[config.mk]
export PLATFORM = sky130hd
export DESIGN_NAME = time_counter
export DESIGN_NICKNAME = d
export VERILOG_FILES = /design/src/rtl/time_pkg.sv /design/src/rtl/bcd_wrap_counter.sv /design/src/rtl/time_counter.sv
export SDC_FILE = /design/constraint.sdc
export NUM_CORES = 1
export LEC_CHECK = 0
export CAP_MARGIN = 25
export CORE_MARGIN = 10
export CORE_UTILIZATION = 51
export CTS_CLUSTER_SIZE = 25
export DETAILED_ROUTE_END_ITERATION = 8
export PLACE_DENSITY = 0.8
export SLEW_MARGIN = 0
export SYNTH_ARGS = -nofsm -noshare
export SYNTH_HDL_FRONTEND = slang
export SYNTH_HIERARCHICAL = 1
export SYNTH_SLANG_ARGS = --single-unit
[constraint.sdc]
create_clock -name CLK_IN -period 4.2 [get_ports CLK_IN]
set_input_delay 0.84 -clock CLK_IN [delete_from_list [all_inputs] [get_ports CLK_IN]]
set_output_delay 0.84 -clock CLK_IN [all_outputs]
set_load 0.05 [all_outputs]
[src/rtl/time_pkg.sv]
// rtl/time_pkg.sv - shared state encoding, BCD limits and helpers for the time-of-day counter
package time_pkg;

   localparam logic ST_IDLE  = 1'b0;
   localparam logic ST_CHECK = 1'b1;

   typedef enum logic {
      IDLE  = ST_IDLE,
      CHECK = ST_CHECK
   } state_t;

   localparam logic [7:0] BCD_MAX_SEC = 8'h59;
   localparam logic [7:0] BCD_MAX_MIN = 8'h59;

   function automatic logic [7:0] to_bcd(input int unsigned n);
      logic [3:0] tens;
      logic [3:0] ones;
      tens = 4'(n / 10);
      ones = 4'(n % 10);
      return {tens, ones};
   endfunction

   // Both nibbles must be decimal digits before a plain magnitude compare is meaningful.
   function automatic logic bcd_ok(input logic [7:0] v, input logic [7:0] max);
      return (v[7:4] <= 4'd9) && (v[3:0] <= 4'd9) && (v <= max);
   endfunction

endpackage

[src/rtl/bcd_wrap_counter.sv]
// rtl/bcd_wrap_counter.sv - one packed-BCD time field that wraps from MAX to 00
module bcd_wrap_counter
   import time_pkg::*;
#(
   parameter logic [7:0] MAX = BCD_MAX_SEC
) (
   input  logic       CLK_IN,
   input  logic       nRST,
   input  logic       inc,
   input  logic       load,
   input  logic [7:0] load_val,
   output logic [7:0] value,
   output logic       wrap
);

   logic [7:0] next_val;

   always_comb begin
      wrap = inc && (value == MAX);
      if (value == MAX)
         next_val = 8'h00;
      else if (value[3:0] == 4'd9)
         next_val = {value[7:4] + 4'd1, 4'd0};
      else
         next_val = {value[7:4], value[3:0] + 4'd1};
   end

   always_ff @(posedge CLK_IN) begin
      if (!nRST)
         value <= 8'h00;
      else if (load)
         value <= load_val;
      else if (inc)
         value <= next_val;
   end

endmodule

[src/rtl/time_counter.sv]
// rtl/time_counter.sv - BCD hh:mm:ss counter driven by divider ticks, with handshaked time-set load
module time_counter
   import time_pkg::*;
#(
   parameter int H_MAX = 23
) (
   input  logic       CLK_IN,
   input  logic       nRST,
   input  logic       TICK_IN,
   input  logic       RUN,
   input  logic       SET_VALID,
   output logic       SET_READY,
   input  logic [7:0] SET_H,
   input  logic [7:0] SET_M,
   input  logic [7:0] SET_S,
   output logic [7:0] HOUR,
   output logic [7:0] MIN,
   output logic [7:0] SEC,
   output logic       MIN_PULSE,
   output logic       HOUR_PULSE,
   output logic       DAY_PULSE,
   output logic       SET_ERR
);

   localparam logic [7:0] H_MAX_BCD = to_bcd(H_MAX);

   state_t     state;
   logic       tick_d;
   logic       pending;
   logic [7:0] stg_h, stg_m, stg_s;
   logic       tick_rise;
   logic       stage_ok;
   logic       count_inc;
   logic       do_load;
   logic       sec_wrap, min_wrap, hour_wrap;

   assign tick_rise = TICK_IN & ~tick_d & RUN;

   always_comb begin
      stage_ok  = bcd_ok(stg_s, BCD_MAX_SEC) && bcd_ok(stg_m, BCD_MAX_MIN) && bcd_ok(stg_h, H_MAX_BCD);
      count_inc = (state == IDLE) && !SET_VALID && (tick_rise || pending);
      do_load   = (state == CHECK) && stage_ok;
   end

   bcd_wrap_counter #(.MAX(BCD_MAX_SEC)) u_sec (
      .CLK_IN(CLK_IN), .nRST(nRST), .inc(count_inc), .load(do_load),
      .load_val(stg_s), .value(SEC), .wrap(sec_wrap)
   );

   bcd_wrap_counter #(.MAX(BCD_MAX_MIN)) u_min (
      .CLK_IN(CLK_IN), .nRST(nRST), .inc(sec_wrap), .load(do_load),
      .load_val(stg_m), .value(MIN), .wrap(min_wrap)
   );

   bcd_wrap_counter #(.MAX(H_MAX_BCD)) u_hour (
      .CLK_IN(CLK_IN), .nRST(nRST), .inc(min_wrap), .load(do_load),
      .load_val(stg_h), .value(HOUR), .wrap(hour_wrap)
   );

   // tick_d resets high because the divider output is high out of its own reset.
   always_ff @(posedge CLK_IN) begin
      if (!nRST) begin
         state      <= IDLE;
         SET_READY  <= 1'b1;
         pending    <= 1'b0;
         tick_d     <= 1'b1;
         SET_ERR    <= 1'b0;
         MIN_PULSE  <= 1'b0;
         HOUR_PULSE <= 1'b0;
         DAY_PULSE  <= 1'b0;
         stg_h      <= 8'h00;
         stg_m      <= 8'h00;
         stg_s      <= 8'h00;
      end else begin
         tick_d     <= TICK_IN;
         SET_ERR    <= 1'b0;
         MIN_PULSE  <= sec_wrap;
         HOUR_PULSE <= min_wrap;
         DAY_PULSE  <= hour_wrap;
         case (state)
            IDLE: begin
               if (SET_VALID) begin
                  stg_h     <= SET_H;
                  stg_m     <= SET_M;
                  stg_s     <= SET_S;
                  state     <= CHECK;
                  SET_READY <= 1'b0;
                  pending   <= pending | tick_rise;
               end else begin
                  pending   <= pending & tick_rise;
               end
            end
            CHECK: begin
               state     <= IDLE;
               SET_READY <= 1'b1;
               if (stage_ok) begin
                  pending <= 1'b0;
               end else begin
                  SET_ERR <= 1'b1;
                  pending <= pending | tick_rise;
               end
            end
         endcase
      end
   end

endmodule

# Word-level counts from Yosys, hierarchy flattened
# Cells that the tools add are included.
[totals]
output_inout_bits = 29
reg_bits = 56
[classes]
n_mux = 20
n_lt_le_gt_ge = 9
bitwise = 6
addsub = 6
eq_ne = 7
reduce_logical = 27
[op_table]
columns = ["operator", "n"]
rows = [
  ["2-to-1 mux 8 bit", 12],
  ["adder 4 x 1 -> 4 bit, second input constant", 6],
  ["less-or-equal comparator 4 bit, second input constant", 6],
  ["== test 8 x 7 -> 1 bit, second input constant", 2],
  ["less-or-equal comparator 8 x 7 -> 1 bit, second input constant", 2],
  ["logical AND 1 bit", 14],
  ["== test 4 bit, second input constant", 3],
  ["AND reduction 2 bit", 5],
  ["nonzero test 3 bit", 3],
  ["== test 8 x 6 -> 1 bit, second input constant", 1],
  ["less-or-equal comparator 8 x 6 -> 1 bit, second input constant", 1],
  ["case mux 1 bit (2 select lines)", 3],
  ["nonzero test 2 bit", 3],
  ["2-to-1 mux 1 bit", 5],
  ["bitwise AND 1 bit", 3],
  ["!= test 2 bit, second input constant", 1],
  ["NOT 1 bit", 2],
  ["zero test 1 bit", 1],
  ["logical OR 1 bit", 1],
  ["OR 1 bit", 1],
]

# Depth between registers and ports, before layout
# Gate-level depths: netlist (run 1).
[logic_depth]
depth_word = 9
ltp_mapped = 12
ltp_nobuf = 11

# By module
# Netlist (run 1), hierarchy kept.
[by_module_without_submodules]
columns = ["module", "cells_per_inst", "n_inst", "seq_area_each_um2", "area_each_um2"]
rows = [
  ["time_counter", 138, 1, 640.6, 1283.7],
  ["bcd_wrap_counter at u_min ...", 59, 2, 160.2, 490.5],
  ["bcd_wrap_counter at u_hour", 60, 1, 160.2, 549.3],
]

# Worst setup path before layout (run 1)
# No wires, ideal clock.
[synth_timing]
kind = "input to register"
startpoint = "in RUN"
endpoint = "reg u_hour.value[7]"
n_path_buf = 0
arrival_ps = 3152
path_slack_ps = 978
stages = 11
path_cell_list = "and3b_1 nor2_1 nor3_1 nand4b_1 nor3_1 nand4b_1 nor3_1 and4b_1 nand4_1 xor2_1 a21oi_1"
[synth_between]
elab_chain_len = 7
[synth_rtl]
columns = ["element", "line", "source"]
rows = [
  ["start: declaration", "time_counter.sv:10", "input logic RUN,"],
  ["bitwise AND 1 bit", "time_counter.sv:37", "assign tick_rise = TICK_IN & ~tick_d & RUN;"],
  ["logical OR 1 bit", "time_counter.sv:41", "count_inc = (state == IDLE) && !SET_VALID && (tick_rise || pending);"],
  ["logical AND 1 bit", "time_counter.sv:41", ""],
  ["named net count_inc", "time_counter.sv:33", "logic count_inc;"],
  ["logical AND 1 bit", "bcd_wrap_counter.sv:19", "wrap = inc && (value == MAX);"],
  ["named net sec_wrap", "time_counter.sv:35", "logic sec_wrap, min_wrap, hour_wrap;"],
  ["logical AND 1 bit", "bcd_wrap_counter.sv:19", ""],
  ["named net min_wrap", "time_counter.sv:35", ""],
  ["nonzero test 2 bit (no line)", "n/a", ""],
  ["AND reduction 2 bit (no line)", "n/a", ""],
  ["end signal: assignment", "bcd_wrap_counter.sv:32", "value <= load_val;"],
  ["end signal: assignment", "bcd_wrap_counter.sv:34", "value <= next_val;"],
  ["end: declaration", "bcd_wrap_counter.sv:12", "output logic [7:0] value,"],
]
# The timed path passes the listed nets, and every way through them passes these cells.
# A chain may end at the register's enable or synchronous reset.

# Final worst setup path (run 1)
[layout_timing]
startpoint = "in TICK_IN"
endpoint = "reg u_hour.value[7]"
[layout_between]
elab_chain_len = 8
[layout_rtl]
columns = ["element", "line", "source"]
rows = [
  ["start: declaration", "time_counter.sv:9", "input logic TICK_IN,"],
  ["bitwise AND 1 bit (2 in a row)", "time_counter.sv:37", ""],
  ["logical OR 1 bit", "time_counter.sv:41", ""],
  ["logical AND 1 bit", "time_counter.sv:41", ""],
  ["named net count_inc", "time_counter.sv:33", ""],
  ["logical AND 1 bit", "bcd_wrap_counter.sv:19", ""],
  ["named net sec_wrap", "time_counter.sv:35", ""],
  ["logical AND 1 bit", "bcd_wrap_counter.sv:19", ""],
  ["named net min_wrap", "time_counter.sv:35", ""],
  ["nonzero test 2 bit (no line)", "n/a", ""],
  ["AND reduction 2 bit (no line)", "n/a", ""],
]
# The timed path passes the listed nets, and every way through them passes these cells.

==> impl_metrics.prom, run 1 <==
# TYPE chip_impl_metric gauge
chip_impl_metric{name="cts_hold_buffers",unit=""} 0
chip_impl_info{name="grt_setup_unrepaired",value="false"} 1
chip_impl_metric{name="grt_max_degree",unit=""} 47
chip_impl_metric{name="design_area",unit="um^2"} 3540
chip_impl_metric{name="timing.max_slew.rel_slack",unit="%"} 36.2
chip_impl_metric{name="power_switching",unit="W"} 0.000316
chip_impl_metric{name="placed_cell_area",unit="um^2"} 3430
chip_impl_metric{name="dp.final_hpwl",unit="um"} 4860
chip_impl_info{name="tritoncts",value="yes"} 1
chip_impl_metric{name="worst-slew-pin-transition",unit="ns"} 0.957
chip_impl_info{name="dominantRegCellSynth",value="sky130_fd_sc_hd__dfxtp_1"} 1
chip_impl_info{name="timing.hold.worst.class",value="reg2reg"} 1
chip_impl_metric{name="grt_antenna_before_repair",unit=""} 0
chip_impl_metric{name="gp_congestion",unit=""} 0.939
chip_impl_metric{name="timing.max_cap.violations",unit=""} 0
chip_impl_info{name="timing.hold.worst_endpoint",value="stg_m[0]"} 1
chip_impl_metric{name="synthCells",unit=""} 316
chip_impl_info{name="min-delay-start",value="stg_m[0]"} 1
chip_impl_metric{name="cellInternalPower",unit="W"} 0.000825
chip_impl_info{name="worstSetupStartpointType",value="primary input"} 1
chip_impl_metric{name="synthToLayoutAreaGrowth",unit="%"} 25.7
chip_impl_metric{name="first_iter_violations",unit=""} 106
chip_impl_metric{name="via_count",unit=""} 2463
chip_impl_info{name="commonest_cells_in_the_synthesized_netlist",value="sky130_fd_sc_hd__nand2_1 (58), sky130_fd_sc_hd__dfxtp_1 (56), sky130_fd_sc_hd__a21boi_2 (16)"} 1
chip_impl_metric{name="chipHeight",unit="um"} 94.3
chip_impl_metric{name="total_power_consumption_of_the_routed_design",unit="W"} 0.00114
chip_impl_metric{name="detail_route.wl_per_cell",unit="um"} 14.9
chip_impl_metric{name="async_reset_ff_share",unit="%"} 0
chip_impl_info{name="nature_of_the_critical_path_endpoint",value="register"} 1
chip_impl_metric{name="timing.clock.skew",unit="ns"} 0.0106
chip_impl_metric{name="finalSetupViolCount",unit=""} 0
chip_impl_metric{name="cts_post_setup_buffers_inserted",unit=""} 0
chip_impl_metric{name="tritoncts.num_buffers",unit=""} 5
chip_impl_metric{name="r2r.worst_path.cells",unit=""} 14
chip_impl_metric{name="finalWorstPathRequiredPeriod",unit="ns"} 3.37
chip_impl_metric{name="drc_violation_count_after_routing",unit=""} 0
chip_impl_metric{name="grt_util_all_layers",unit="%"} 15.5
chip_impl_metric{name="clkLatencyLatePin",unit="ns"} 0.31
chip_impl_metric{name="first_global_vias",unit=""} 2435
chip_impl_metric{name="power_frac_comb",unit="%"} 17.9
chip_impl_metric{name="grt_first_pass_wirelength",unit="um"} 11300
chip_impl_metric{name="finalHoldViolations",unit=""} 0
chip_impl_metric{name="cts.htree.levels",unit=""} 2
chip_impl_metric{name="ir_drop",unit="mV"} 0.192
chip_impl_metric{name="total_area_of_multi_input_combinational_cells",unit="um^2"} 1560
chip_impl_metric{name="mappedNetlistNets",unit=""} 357
chip_impl_metric{name="leakagePower",unit="nW"} 1.40
chip_impl_metric{name="synth.distinct_cells",unit=""} 46
chip_impl_metric{name="layout_setup_ws",unit="ns"} 0.830
chip_impl_metric{name="period_share",unit="%"} 80.2
chip_impl_metric{name="rows",unit=""} 26
chip_impl_metric{name="route.detailed.vias_per_inst",unit=""} 5.56
chip_impl_metric{name="synth-warning-count",unit=""} 6
chip_impl_metric{name="critPathRequiredTime",unit="ns"} 4.45
chip_impl_info{name="synth.most_common_cell",value="sky130_fd_sc_hd__nand2_1"} 1
chip_impl_metric{name="layout.filler_cells",unit=""} 467
chip_impl_metric{name="clockPowerShare",unit="%"} 30.6
chip_impl_metric{name="pre_cts_ws",unit="ns"} 0.608
chip_impl_metric{name="post_synth_instance_area",unit="um^2"} 2810
chip_impl_metric{name="post_cts.resized_instances",unit=""} 0
chip_impl_metric{name="critPathMaxStageDelay",unit="ns"} 0.47
chip_impl_info{name="worstReg2RegEnd",value="u_hour/value[7]"} 1
chip_impl_metric{name="synth.yosys.seq_area_share",unit="%"} 39.8
chip_impl_metric{name="initial_core_util",unit="%"} 53.7
chip_impl_metric{name="gr-total-overflow",unit=""} 0
chip_impl_metric{name="clkTransAtPathRegs",unit="ns"} 0.10
chip_impl_metric{name="io_buffer_count",unit=""} 57
chip_impl_metric{name="cellPowerDensity",unit="nW/um^2"} 323
chip_impl_info{name="root_buffer",value="sky130_fd_sc_hd__clkbuf_8"} 1
chip_impl_metric{name="detail_route_antenna_nets",unit=""} 0
chip_impl_metric{name="fp.dieArea",unit="um^2"} 8890
chip_impl_metric{name="die-width",unit="um"} 94.3
chip_impl_metric{name="rrSetupSlack",unit="ns"} 1.49
chip_impl_metric{name="seq_area",unit="um^2"} 1120
chip_impl_metric{name="syn-mean-instance-area",unit="um^2"} 8.90
chip_impl_metric{name="final_net_count",unit=""} 413
chip_impl_info{name="path_cells",value="clkdlybuf4s50_1 > and3b_1 > nor2_1 > nor3_1 > buf_4 > nand4b_1 > nor3_1 > buf_4 > nand4b_1 > nor3_1 > buf_4 > and4b_1 > nand4_1 > xor2_1 > a21oi_1"} 1
chip_impl_metric{name="cts-root-to-sink-buffers",unit=""} 2
chip_impl_info{name="synth.top_cells.by_area",value="sky130_fd_sc_hd__dfxtp_1 (40%), sky130_fd_sc_hd__nand2_1 (7.7%), sky130_fd_sc_hd__a21boi_2 (6.4%)"} 1
chip_impl_metric{name="final_max_slew_viol_count",unit=""} 0
chip_impl_metric{name="post-synth-top-area-fraction",unit="%"} 39.8
chip_impl_metric{name="crit_path_max_fanout",unit=""} 12
chip_impl_metric{name="routed_wirelength",unit="um"} 6610
chip_impl_info{name="run_status",value="complete, no violations"} 1
chip_impl_info{name="cpMaxStageDelayCell",value="sky130_fd_sc_hd__clkdlybuf4s50_1"} 1
chip_impl_metric{name="detailedRoute.firstPassIterationCount",unit=""} 4
chip_impl_info{name="timing.critical_path.max_delay_family",value="simple AND/OR/NAND/NOR gates"} 1
chip_impl_info{name="synthDominantAreaCellType",value="sky130_fd_sc_hd__dfxtp_1"} 1
chip_impl_metric{name="floorplan.core_area",unit="um^2"} 5240
chip_impl_metric{name="final.setup.tns",unit="ns"} 0
chip_impl_metric{name="ys_ff_latch",unit=""} 56
chip_impl_metric{name="path_buf_inv",unit=""} 4
chip_impl_metric{name="fmaxAchievable",unit="MHz"} 297
chip_impl_metric{name="boundaryPins",unit=""} 58
chip_impl_metric{name="tritoncts_num_sinks",unit=""} 56
chip_impl_metric{name="insertedDiodeCount",unit=""} 0
chip_impl_metric{name="synth-edff-count",unit=""} 0
chip_impl_info{name="timing.rr.start",value="tick_d"} 1
chip_impl_info{name="setup.worst_path.class",value="in2reg"} 1
chip_impl_metric{name="p_seq_share",unit="%"} 51.6
chip_impl_metric{name="switching_share",unit="%"} 27.7
chip_impl_metric{name="worst_ep_arrival_time",unit="ns"} 3.62
chip_impl_metric{name="timing.hold.worst_path_depth",unit=""} 2
chip_impl_metric{name="post_route_cells_drive_above_1_share",unit="%"} 9.38
==> how the worst max path moves through the flow <==
stage / from / to / slack [ns] / cells after the start
CTS: TICK_IN / u_hour/value[7] / 0.85 / 15
finish: TICK_IN / u_hour/value[7] / 0.83 / 15
floorplan: RUN / u_hour/value[7] / 0.98 / 11
global placement: TICK_IN / u_hour/value[7] / 0.65 / 15
detailed placement: TICK_IN / u_hour/value[7] / 0.61 / 15
global route: TICK_IN / u_hour/value[7] / 0.51 / 15
==> flip-flops by register name, summed over array words and instances, names as in the netlist <==
| register | count |
|---|---|
| DAY_PULSE | 1 |
| HOUR_PULSE | 1 |
| MIN_PULSE | 1 |
| SET_ERR | 1 |
| SET_READY | 1 |
| pending | 1 |
| state | 1 |
| stg_h | 8 |
| stg_m | 8 |
| stg_s | 8 |
| tick_d | 1 |
| u_hour/value | 8 |
| u_min/value | 8 |
| u_sec/value | 8 |
==> cell type report <==
type / instances / share of cell area [%]
clock buffers: 6 / 2.05
clock inverters: 2 / 0.990
repair buffers: 63 / 17.4
flip-flops and latches: 56 / 31.7
inverters: 12 / 1.27
multi-input cells: 234 / 44.1
well taps: 70 / 2.48
==> power groups by stage <==
stage          Clock (W)  Combinational (W)  Sequential [W]
2_1_floorplan          0          0.0000918        0.000638
3_3_place_gp           0           0.000201        0.000600
3_5_place_dp           0           0.000205        0.000600
4_1_cts         0.000354           0.000205        0.000588
5_1_grt         0.000373           0.000222        0.000593
6_report        0.000349           0.000204        0.000588
==> worst register-to-register path: stages, from the launching register on <==
cell,delay [ns]
sky130_fd_sc_hd__dfxtp_1,0.30
sky130_fd_sc_hd__and3b_1,0.23
sky130_fd_sc_hd__nor2_1,0.05
sky130_fd_sc_hd__nor3_1,0.13
sky130_fd_sc_hd__buf_4,0.17
sky130_fd_sc_hd__nand4b_1,0.17
sky130_fd_sc_hd__nor3_1,0.21
sky130_fd_sc_hd__buf_4,0.19
sky130_fd_sc_hd__nand4b_1,0.15
sky130_fd_sc_hd__nor3_1,0.17
sky130_fd_sc_hd__buf_4,0.20
sky130_fd_sc_hd__and4b_1,0.27
sky130_fd_sc_hd__nand4_1,0.12
sky130_fd_sc_hd__xor2_1,0.16
sky130_fd_sc_hd__a21oi_1,0.13
==> through the flow <==
step,util (%),cells,hold slack (ns)
finish,67.5,443,0.458
floorplan,-,316,0.435
detailed placement,65.5,435,0.451
global placement,65.5,435,0.444
CTS,67.5,443,0.463
global route,67.5,443,0.485
==> routing by layer <==
layer | part of all wire [%] | vias up | track usage [%]
li1 | - | 1227 | -
met1 | 45 | 1175 | 17.9
met2 | 48 | 51 | 26.6
met3 | 5.1 | 10 | 4.08
met4 | 1.8 | 0 | 5.44
met5 | 0 | - | 0
==> placed cells by master (no fill, tap or decap), types with 12 or more instances in the layout <==
cell / instances
sky130_fd_sc_hd__ha_1: 12
sky130_fd_sc_hd__clkdlybuf4s50_1: 57
sky130_fd_sc_hd__nor2_1: 14
sky130_fd_sc_hd__dfxtp_1: 56
sky130_fd_sc_hd__a21oi_1: 14
sky130_fd_sc_hd__nand2_1: 58
sky130_fd_sc_hd__and2_1: 14
sky130_fd_sc_hd__inv_1: 12
sky130_fd_sc_hd__a21boi_2: 16
sky130_fd_sc_hd__o21ai_0: 15
==> kinds of logic after synthesis <==
| group | Yosys count | synth area share [%] |
|---|---|---|
| simple gates | 122 | 21.8 |
| compound gates | 90 | 25.2 |
| flops | 56 | 39.8 |
| buf+inv | 26 | 4.71 |
| fa+ha+maj | 12 | 5.34 |
| xor+xnor | 10 | 3.11 |
Note: power is estimated with default switching activity, not from simulation.
==> run 2: changes to the inputs <==
CORE_UTILIZATION = 46   (was 51)
PLACE_DENSITY = 0.76   (was 0.8)
clock period = 2.9 ns   (was 4.2 ns; I/O delays follow)
==> run 2 against run 1 <==
Clock power grew 26%. Wire length grew 3.9%. Die area grew 8.5%. Critical path depth shrank 3. Critical path type unchanged. Critical endpoint unchanged. Largest cell class unchanged.
==> impl_metrics.prom, run 2 (synthesis results as in run 1) <==
# TYPE chip_impl_metric gauge
chip_impl_metric{name="fp.dieArea",unit="um^2"} 9650
chip_impl_metric{name="timing.clock.skew",unit="ns"} 0.0120
chip_impl_info{name="grt_setup_unrepaired",value="false"} 1
chip_impl_metric{name="period_share",unit="%"} 92.7
chip_impl_info{name="layout.cells.most_common_list",value="sky130_fd_sc_hd__nand2_1 (58), sky130_fd_sc_hd__clkdlybuf4s50_1 (57), sky130_fd_sc_hd__dfxtp_1 (56), sky130_fd_sc_hd__a21boi_2 (16), sky130_fd_sc_hd__o21ai_0 (15)"} 1
chip_impl_info{name="worstSetupStartpointType",value="primary input"} 1
chip_impl_metric{name="total_power_consumption_of_the_routed_design",unit="W"} 0.00159
chip_impl_metric{name="rrSetupSlack",unit="ns"} 0.59
chip_impl_metric{name="clkLatencyLatePin",unit="ns"} 0.31
chip_impl_metric{name="leakagePower",unit="nW"} 1.41
chip_impl_metric{name="critPathRequiredTime",unit="ns"} 3.15
chip_impl_metric{name="clockPowerShare",unit="%"} 27.6
chip_impl_metric{name="cts_post_setup_buffers_inserted",unit=""} 0
chip_impl_metric{name="final_net_count",unit=""} 418
chip_impl_metric{name="post_route_cells_drive_above_1_share",unit="%"} 11.4
chip_impl_metric{name="floorplan.core_area",unit="um^2"} 5920
chip_impl_info{name="worstReg2RegEnd",value="u_hour/value[7]"} 1
chip_impl_metric{name="switching_share",unit="%"} 30.0
chip_impl_metric{name="insertedDiodeCount",unit=""} 0
chip_impl_info{name="timing.hold.worst.class",value="reg2reg"} 1
chip_impl_metric{name="final.setup.tns",unit="ns"} 0
chip_impl_metric{name="post_cts.resized_instances",unit=""} 0
chip_impl_metric{name="drc_violation_count_after_routing",unit=""} 0
chip_impl_metric{name="tritoncts_num_sinks",unit=""} 56
chip_impl_metric{name="p_seq_share",unit="%"} 53.6
chip_impl_metric{name="first_global_vias",unit=""} 2398
chip_impl_metric{name="grt_antenna_before_repair",unit=""} 0
chip_impl_info{name="mostFrequentLayoutCell",value="sky130_fd_sc_hd__nand2_1"} 1
chip_impl_metric{name="cellPowerDensity",unit="nW/um^2"} 445
chip_impl_metric{name="r2r.worst_path.cells",unit=""} 11
chip_impl_info{name="crit_path_start",value="TICK_IN"} 1
chip_impl_metric{name="rows",unit=""} 28
chip_impl_metric{name="finalWorstPathRequiredPeriod",unit="ns"} 2.69
chip_impl_info{name="setup.worst_path.class",value="in2reg"} 1
chip_impl_metric{name="routed_wirelength",unit="um"} 6870
chip_impl_info{name="path_cells",value="clkdlybuf4s50_1 > and3b_1 > nor2_1 > nor3_1 > nand4b_1 > nor3_2 > nand4b_1 > nor3_2 > and4b_1 > nand4_1 > xor2_1 > a21oi_1"} 1
chip_impl_metric{name="via_count",unit=""} 2478
chip_impl_metric{name="detailedRoute.firstPassIterationCount",unit=""} 4
chip_impl_metric{name="route.detailed.vias_per_inst",unit=""} 5.47
chip_impl_metric{name="cts_hold_buffers",unit=""} 0
chip_impl_metric{name="tritoncts.num_buffers",unit=""} 5
chip_impl_metric{name="gp_congestion",unit=""} 0.865
chip_impl_metric{name="layout.filler_cells",unit=""} 528
chip_impl_metric{name="power_switching",unit="W"} 0.000477
chip_impl_metric{name="first_iter_violations",unit=""} 130
chip_impl_metric{name="total_area_of_multi_input_combinational_cells",unit="um^2"} 1570
chip_impl_info{name="run_status",value="complete, no violations"} 1
chip_impl_metric{name="detail_route_antenna_nets",unit=""} 0
chip_impl_metric{name="final_max_slew_viol_count",unit=""} 0
chip_impl_metric{name="timing.max_slew.rel_slack",unit="%"} 64.8
chip_impl_metric{name="grt_max_degree",unit=""} 57
chip_impl_metric{name="cts-root-to-sink-buffers",unit=""} 2
chip_impl_metric{name="finalHoldViolations",unit=""} 0
chip_impl_metric{name="placed_cell_area",unit="um^2"} 3480
chip_impl_metric{name="synthToLayoutAreaGrowth",unit="%"} 27.0
chip_impl_metric{name="power_frac_comb",unit="%"} 18.8
chip_impl_metric{name="grt_first_pass_wirelength",unit="um"} 11500
chip_impl_metric{name="grt_util_all_layers",unit="%"} 13.9
chip_impl_metric{name="dp.final_hpwl",unit="um"} 5060
chip_impl_metric{name="timing.max_cap.violations",unit=""} 0
chip_impl_metric{name="initial_core_util",unit="%"} 47.5
chip_impl_info{name="root_buffer",value="sky130_fd_sc_hd__clkbuf_8"} 1
chip_impl_metric{name="detail_route.wl_per_cell",unit="um"} 15.2
chip_impl_info{name="timing.rr.start",value="tick_d"} 1
chip_impl_metric{name="timing.hold.ws",unit="ns"} 0.462
chip_impl_metric{name="critPathMaxStageDelay",unit="ns"} 0.46
chip_impl_metric{name="seq_area",unit="um^2"} 1120
chip_impl_metric{name="cellInternalPower",unit="W"} 0.00111
chip_impl_info{name="cpMaxStageDelayCell",value="sky130_fd_sc_hd__clkdlybuf4s50_1"} 1
chip_impl_metric{name="gr-total-overflow",unit=""} 0
chip_impl_info{name="crit_end",value="u_hour/value[7]"} 1
chip_impl_metric{name="fmaxAchievable",unit="MHz"} 372
chip_impl_metric{name="io_buffer_count",unit=""} 57
chip_impl_metric{name="crit_path_max_fanout",unit=""} 3
chip_impl_metric{name="ir_drop",unit="mV"} 0.296
chip_impl_metric{name="chipHeight",unit="um"} 98.2
chip_impl_info{name="nature_of_the_critical_path_endpoint",value="register"} 1
chip_impl_metric{name="cts.htree.levels",unit=""} 2
chip_impl_info{name="min-delay-start",value="stg_m[0]"} 1
chip_impl_metric{name="die-width",unit="um"} 98.2
chip_impl_info{name="tritoncts",value="yes"} 1
chip_impl_metric{name="boundaryPins",unit=""} 58
chip_impl_metric{name="design_area",unit="um^2"} 3570
chip_impl_metric{name="worst-slew-pin-transition",unit="ns"} 0.526
chip_impl_metric{name="worst_ep_arrival_time",unit="ns"} 2.94
chip_impl_metric{name="clkTransAtPathRegs",unit="ns"} 0.10
chip_impl_metric{name="finalSetupViolCount",unit=""} 0
run 2: changes by cell type in the layout (fill, tap and decap cells not counted):
cell | previous run | this run
sky130_fd_sc_hd__buf_4 | 6 | 11
sky130_fd_sc_hd__bufinv_16 | 1 | 0
sky130_fd_sc_hd__clkbuf_1 | 1 | 0
sky130_fd_sc_hd__clkinv_4 | 0 | 1
sky130_fd_sc_hd__inv_6 | 0 | 1
sky130_fd_sc_hd__nor3_1 | 4 | 2
sky130_fd_sc_hd__nor3_2 | 0 | 2
run 2: how the worst min path moves through the flow:
stage / endpoint / slack [ns] / cells past startpoint
after floorplan: stg_s[4] / 0.44 / 2
after global placement: stg_m[0] / 0.45 / 2
after detailed placement: stg_m[0] / 0.45 / 2
after CTS: stg_m[0] / 0.46 / 2
after global routing: stg_s[1] / 0.50 / 2
final: stg_m[0] / 0.46 / 2
run 2: metrics by stage:
step / utilization [%] / setup WS [ns] / std cells
3_5_place_dp: 58.7 / -0.153 / 445
4_1_cts: 60.3 / 0.159 / 453
5_1_grt: 60.4 / 0.0220 / 453
6_report: 60.4 / 0.212 / 453
2_1_floorplan: - / 0.0824 / 316
3_3_place_gp: 58.7 / -0.0593 / 445
run 2: final cells by class:
type	count	area share [%]
well taps	75	2.63
inverters	12	1.26
clock inverters	3	0.630
clock buffers	5	1.93
repair buffers	68	18.3
multi-input cells	234	43.9
flip-flops and latches	56	31.4
run 2: power groups by stage:
stage,logic [W],registers [W],clock network (W)
global route,0.000325,0.000860,0.000484
floorplan,0.000133,0.000924,0
CTS,0.000301,0.000853,0.000454
detailed placement,0.000300,0.000871,0
finish,0.000299,0.000853,0.000439
global placement,0.000294,0.000869,0
run 2: routing by layer:
| layer | global-route usage, % | part of all wire (%) |
|---|---|---|
| met4 | 5.18 | 1.8 |
| met3 | 3.95 | 5.0 |
| met5 | 0 | 0 |
| met1 | 16.5 | 46 |
| met2 | 23.2 | 47 |
run 2: worst max-delay path, delay by kind of cell:
family                    cells  cell delay [ns]
and+or+nand+nor               9             1.56
xor gates and xnor gates      1             0.16
AOI/OAI and AO/OA             1             0.15
buffers and inverters         1             0.46
==> run 3: changes to the inputs <==
CELL_PAD_IN_SITES_DETAIL_PLACEMENT = 2   (was unset)
CELL_PAD_IN_SITES_GLOBAL_PLACEMENT = 2   (was unset)
CORE_UTILIZATION = 28   (was 46)
PLACE_DENSITY = unset   (was 0.76)
PLACE_DENSITY_LB_ADDON = 0.1   (was unset)
==> run 3 against run 2 <==
Power is 1.7% higher. Hold slack worse by 0.0027 ns. Utilization shrank 22 points. Worst setup slack improved by 0.14 ns. Critical path type unchanged. Critical endpoint unchanged. Largest cell class unchanged.
==> impl_metrics.prom, run 3 (synthesis results as in run 1) <==
# TYPE chip_impl_metric gauge
chip_impl_info{name="run_status",value="complete, no violations"} 1
chip_impl_metric{name="placed_cells_incl_taps",unit=""} 507
chip_impl_metric{name="detailedRoute.firstPassIterationCount",unit=""} 4
chip_impl_metric{name="cts-root-to-sink-buffers",unit=""} 2
chip_impl_metric{name="clockPowerShare",unit="%"} 27.7
chip_impl_metric{name="first_iter_violations",unit=""} 117
chip_impl_metric{name="finalHoldViolations",unit=""} 0
chip_impl_metric{name="p_seq_share",unit="%"} 53.0
chip_impl_metric{name="final_max_slew_viol_count",unit=""} 0
chip_impl_metric{name="finalSetupViolCount",unit=""} 0
chip_impl_metric{name="die-width",unit="um"} 120
chip_impl_metric{name="post_route_non_filler_standard_cell_count",unit=""} 517
chip_impl_metric{name="layout.filler_cells",unit=""} 1118
chip_impl_metric{name="floorplan.core_area",unit="um^2"} 9770
chip_impl_metric{name="tritoncts.num_buffers",unit=""} 5
chip_impl_metric{name="final_net_count",unit=""} 424
chip_impl_metric{name="insertedDiodeCount",unit=""} 0
chip_impl_info{name="root_buffer",value="sky130_fd_sc_hd__clkbuf_8"} 1
chip_impl_metric{name="fp.dieArea",unit="um^2"} 14500
chip_impl_metric{name="grt_util_all_layers",unit="%"} 12.5
chip_impl_info{name="layout.cells.most_common_list",value="sky130_fd_sc_hd__nand2_1 (58), sky130_fd_sc_hd__dfxtp_1 (56), sky130_fd_sc_hd__clkdlybuf4s50_1 (55), sky130_fd_sc_hd__buf_4 (17), sky130_fd_sc_hd__a21boi_2 (16)"} 1
chip_impl_metric{name="period_share",unit="%"} 87.9
chip_impl_metric{name="finalWorstPathRequiredPeriod",unit="ns"} 2.55
chip_impl_metric{name="seq_area",unit="um^2"} 1120
chip_impl_metric{name="dp.final_hpwl",unit="um"} 6920
chip_impl_metric{name="switching_share",unit="%"} 29.8
chip_impl_metric{name="route.detailed.vias_per_inst",unit=""} 4.83
chip_impl_metric{name="cts_hold_buffers",unit=""} 0
chip_impl_info{name="worstSetupStartpointType",value="primary input"} 1
chip_impl_metric{name="critPathRequiredTime",unit="ns"} 3.14
chip_impl_metric{name="detail_route_antenna_nets",unit=""} 0
chip_impl_info{name="setup.worst_path.class",value="in2reg"} 1
chip_impl_metric{name="power_frac_comb",unit="%"} 19.3
chip_impl_metric{name="clkTransAtPathRegs",unit="ns"} 0.10
chip_impl_info{name="path_cells",value="clkdlybuf4s50_1 > nor3_2 > buf_4 > nand4b_1 > nor3_2 > nand4b_1 > nor3_2 > and4b_2 > nand4_1 > xor2_1 > a21oi_1"} 1
chip_impl_metric{name="tritoncts_num_sinks",unit=""} 56
chip_impl_metric{name="timing.max_cap.violations",unit=""} 0
chip_impl_metric{name="boundaryPins",unit=""} 58
chip_impl_metric{name="gp_congestion",unit=""} 0.727
chip_impl_metric{name="gr-total-overflow",unit=""} 0
chip_impl_info{name="nature_of_the_critical_path_endpoint",value="register"} 1
chip_impl_metric{name="clkLatencyLatePin",unit="ns"} 0.31
chip_impl_metric{name="cellInternalPower",unit="W"} 0.00114
chip_impl_metric{name="ir_drop",unit="mV"} 0.183
chip_impl_info{name="timing.hold.worst.class",value="reg2reg"} 1
chip_impl_metric{name="fmaxAchievable",unit="MHz"} 392
chip_impl_metric{name="placed_cell_area",unit="um^2"} 3580
chip_impl_metric{name="synthToLayoutAreaGrowth",unit="%"} 32.1
chip_impl_metric{name="leakagePower",unit="nW"} 1.47
chip_impl_metric{name="detail_route.wl_per_cell",unit="um"} 17.4
chip_impl_metric{name="worst_ep_arrival_time",unit="ns"} 2.79
chip_impl_metric{name="grt_max_degree",unit=""} 28
chip_impl_info{name="grt_setup_unrepaired",value="false"} 1
chip_impl_metric{name="post_route_cells_drive_above_1_share",unit="%"} 14.3
chip_impl_metric{name="worst-slew-pin-transition",unit="ns"} 0.576
chip_impl_metric{name="crit_path_max_fanout",unit=""} 3
chip_impl_info{name="tritoncts",value="yes"} 1
chip_impl_metric{name="grt_first_pass_wirelength",unit="um"} 14800
chip_impl_metric{name="initial_core_util",unit="%"} 28.8
chip_impl_metric{name="cellPowerDensity",unit="nW/um^2"} 435
chip_impl_metric{name="chipHeight",unit="um"} 120
chip_impl_metric{name="timing.clock.skew",unit="ns"} 0.00993
chip_impl_metric{name="routed_wirelength",unit="um"} 9010
chip_impl_metric{name="first_global_vias",unit=""} 2782
chip_impl_metric{name="drc_violation_count_after_routing",unit=""} 0
chip_impl_metric{name="io_buffer_count",unit=""} 57
chip_impl_metric{name="via_count",unit=""} 2495
chip_impl_metric{name="cts.htree.levels",unit=""} 2
chip_impl_metric{name="critPathMaxStageDelay",unit="ns"} 0.44
chip_impl_metric{name="design_area",unit="um^2"} 3720
chip_impl_metric{name="total_area_of_multi_input_combinational_cells",unit="um^2"} 1590
chip_impl_metric{name="rows",unit=""} 36
chip_impl_metric{name="timing.max_slew.rel_slack",unit="%"} 61.6
chip_impl_metric{name="power_switching",unit="W"} 0.000482
chip_impl_info{name="cp_common_cell",value="sky130_fd_sc_hd__nor3_2"} 1
chip_impl_info{name="mostFrequentLayoutCell",value="sky130_fd_sc_hd__nand2_1"} 1
chip_impl_info{name="cpMaxStageDelayCell",value="sky130_fd_sc_hd__clkdlybuf4s50_1"} 1
chip_impl_metric{name="grt_antenna_before_repair",unit=""} 0
## run 3: layout make-up
class                      instances  share of cell area [%]
clock buffer                       6                    2.22
clock inverter                     2                   0.269
inverter                          12                    1.21
multi-input combinational        234                    42.7
sequential                        56                    30.2
tap                              133                    4.48
timing repair buffer              74                    18.9
## run 3: final timing paths
kind | start | to | slack (ns) | depth (start not counted)
max | SET_VALID | u_hour/value[7] | 0.35 | 11
min | stg_s[4] | stg_s[4] | 0.46 | 2
max reg2reg | tick_d | u_hour/value[7] | 0.42 | 12
min reg2reg | stg_s[4] | stg_s[4] | 0.46 | 2
## run 3: what timing repair did
| item | in CTS | in global routing |
|---|---|---|
| hold endpoints to repair | 0 | 0 |
| buffers inserted | 0 | 2 |
| resized for setup | 0 | 8 |
| endpoints found under the setup margin | 0 | 9 |
## run 3: power groups by stage
stage | logic [W] | registers (W) | clock network [W]
global route | 0.000342 | 0.000867 | 0.000504
finish | 0.000313 | 0.000857 | 0.000448
CTS | 0.000318 | 0.000858 | 0.000473
floorplan | 0.000133 | 0.000924 | 0
global placement | 0.000309 | 0.000874 | 0
detailed placement | 0.000317 | 0.000876 | 0
## run 3: metal layers
| layer | track usage [%] | share of wire (%) |
|---|---|---|
| met1 | 14.8 | 44 |
| met2 | 22.5 | 51 |
| met3 | 2.89 | 3.6 |
| met4 | 2.49 | 0.64 |
| met5 | 0 | 0 |
## run 3: critical path: cells and delay by family
family	cells	cell delay, ns
buffers and inverters	2	0.58
XOR/XNOR	1	0.16
AND/OR/NAND/NOR	7	1.33
AO/OA/AOI/OAI	1	0.12
## run 3: metrics by stage
step | power [W] | setup WS [ns] | hold slack (ns) | utilization [%] | setup TNS [ns]
3_5_place_dp | 0.00119 | -0.289 | 0.449 | 36.7 | -2.01
2_1_floorplan | 0.00106 | 0.0824 | 0.435 | - | 0
6_report | 0.00162 | 0.351 | 0.459 | 38.0 | 0
4_1_cts | 0.00165 | 0.00682 | 0.464 | 37.6 | 0
3_3_place_gp | 0.00118 | -0.118 | 0.447 | 36.7 | -0.493
5_1_grt | 0.00171 | 0.204 | 0.491 | 38.0 | 0
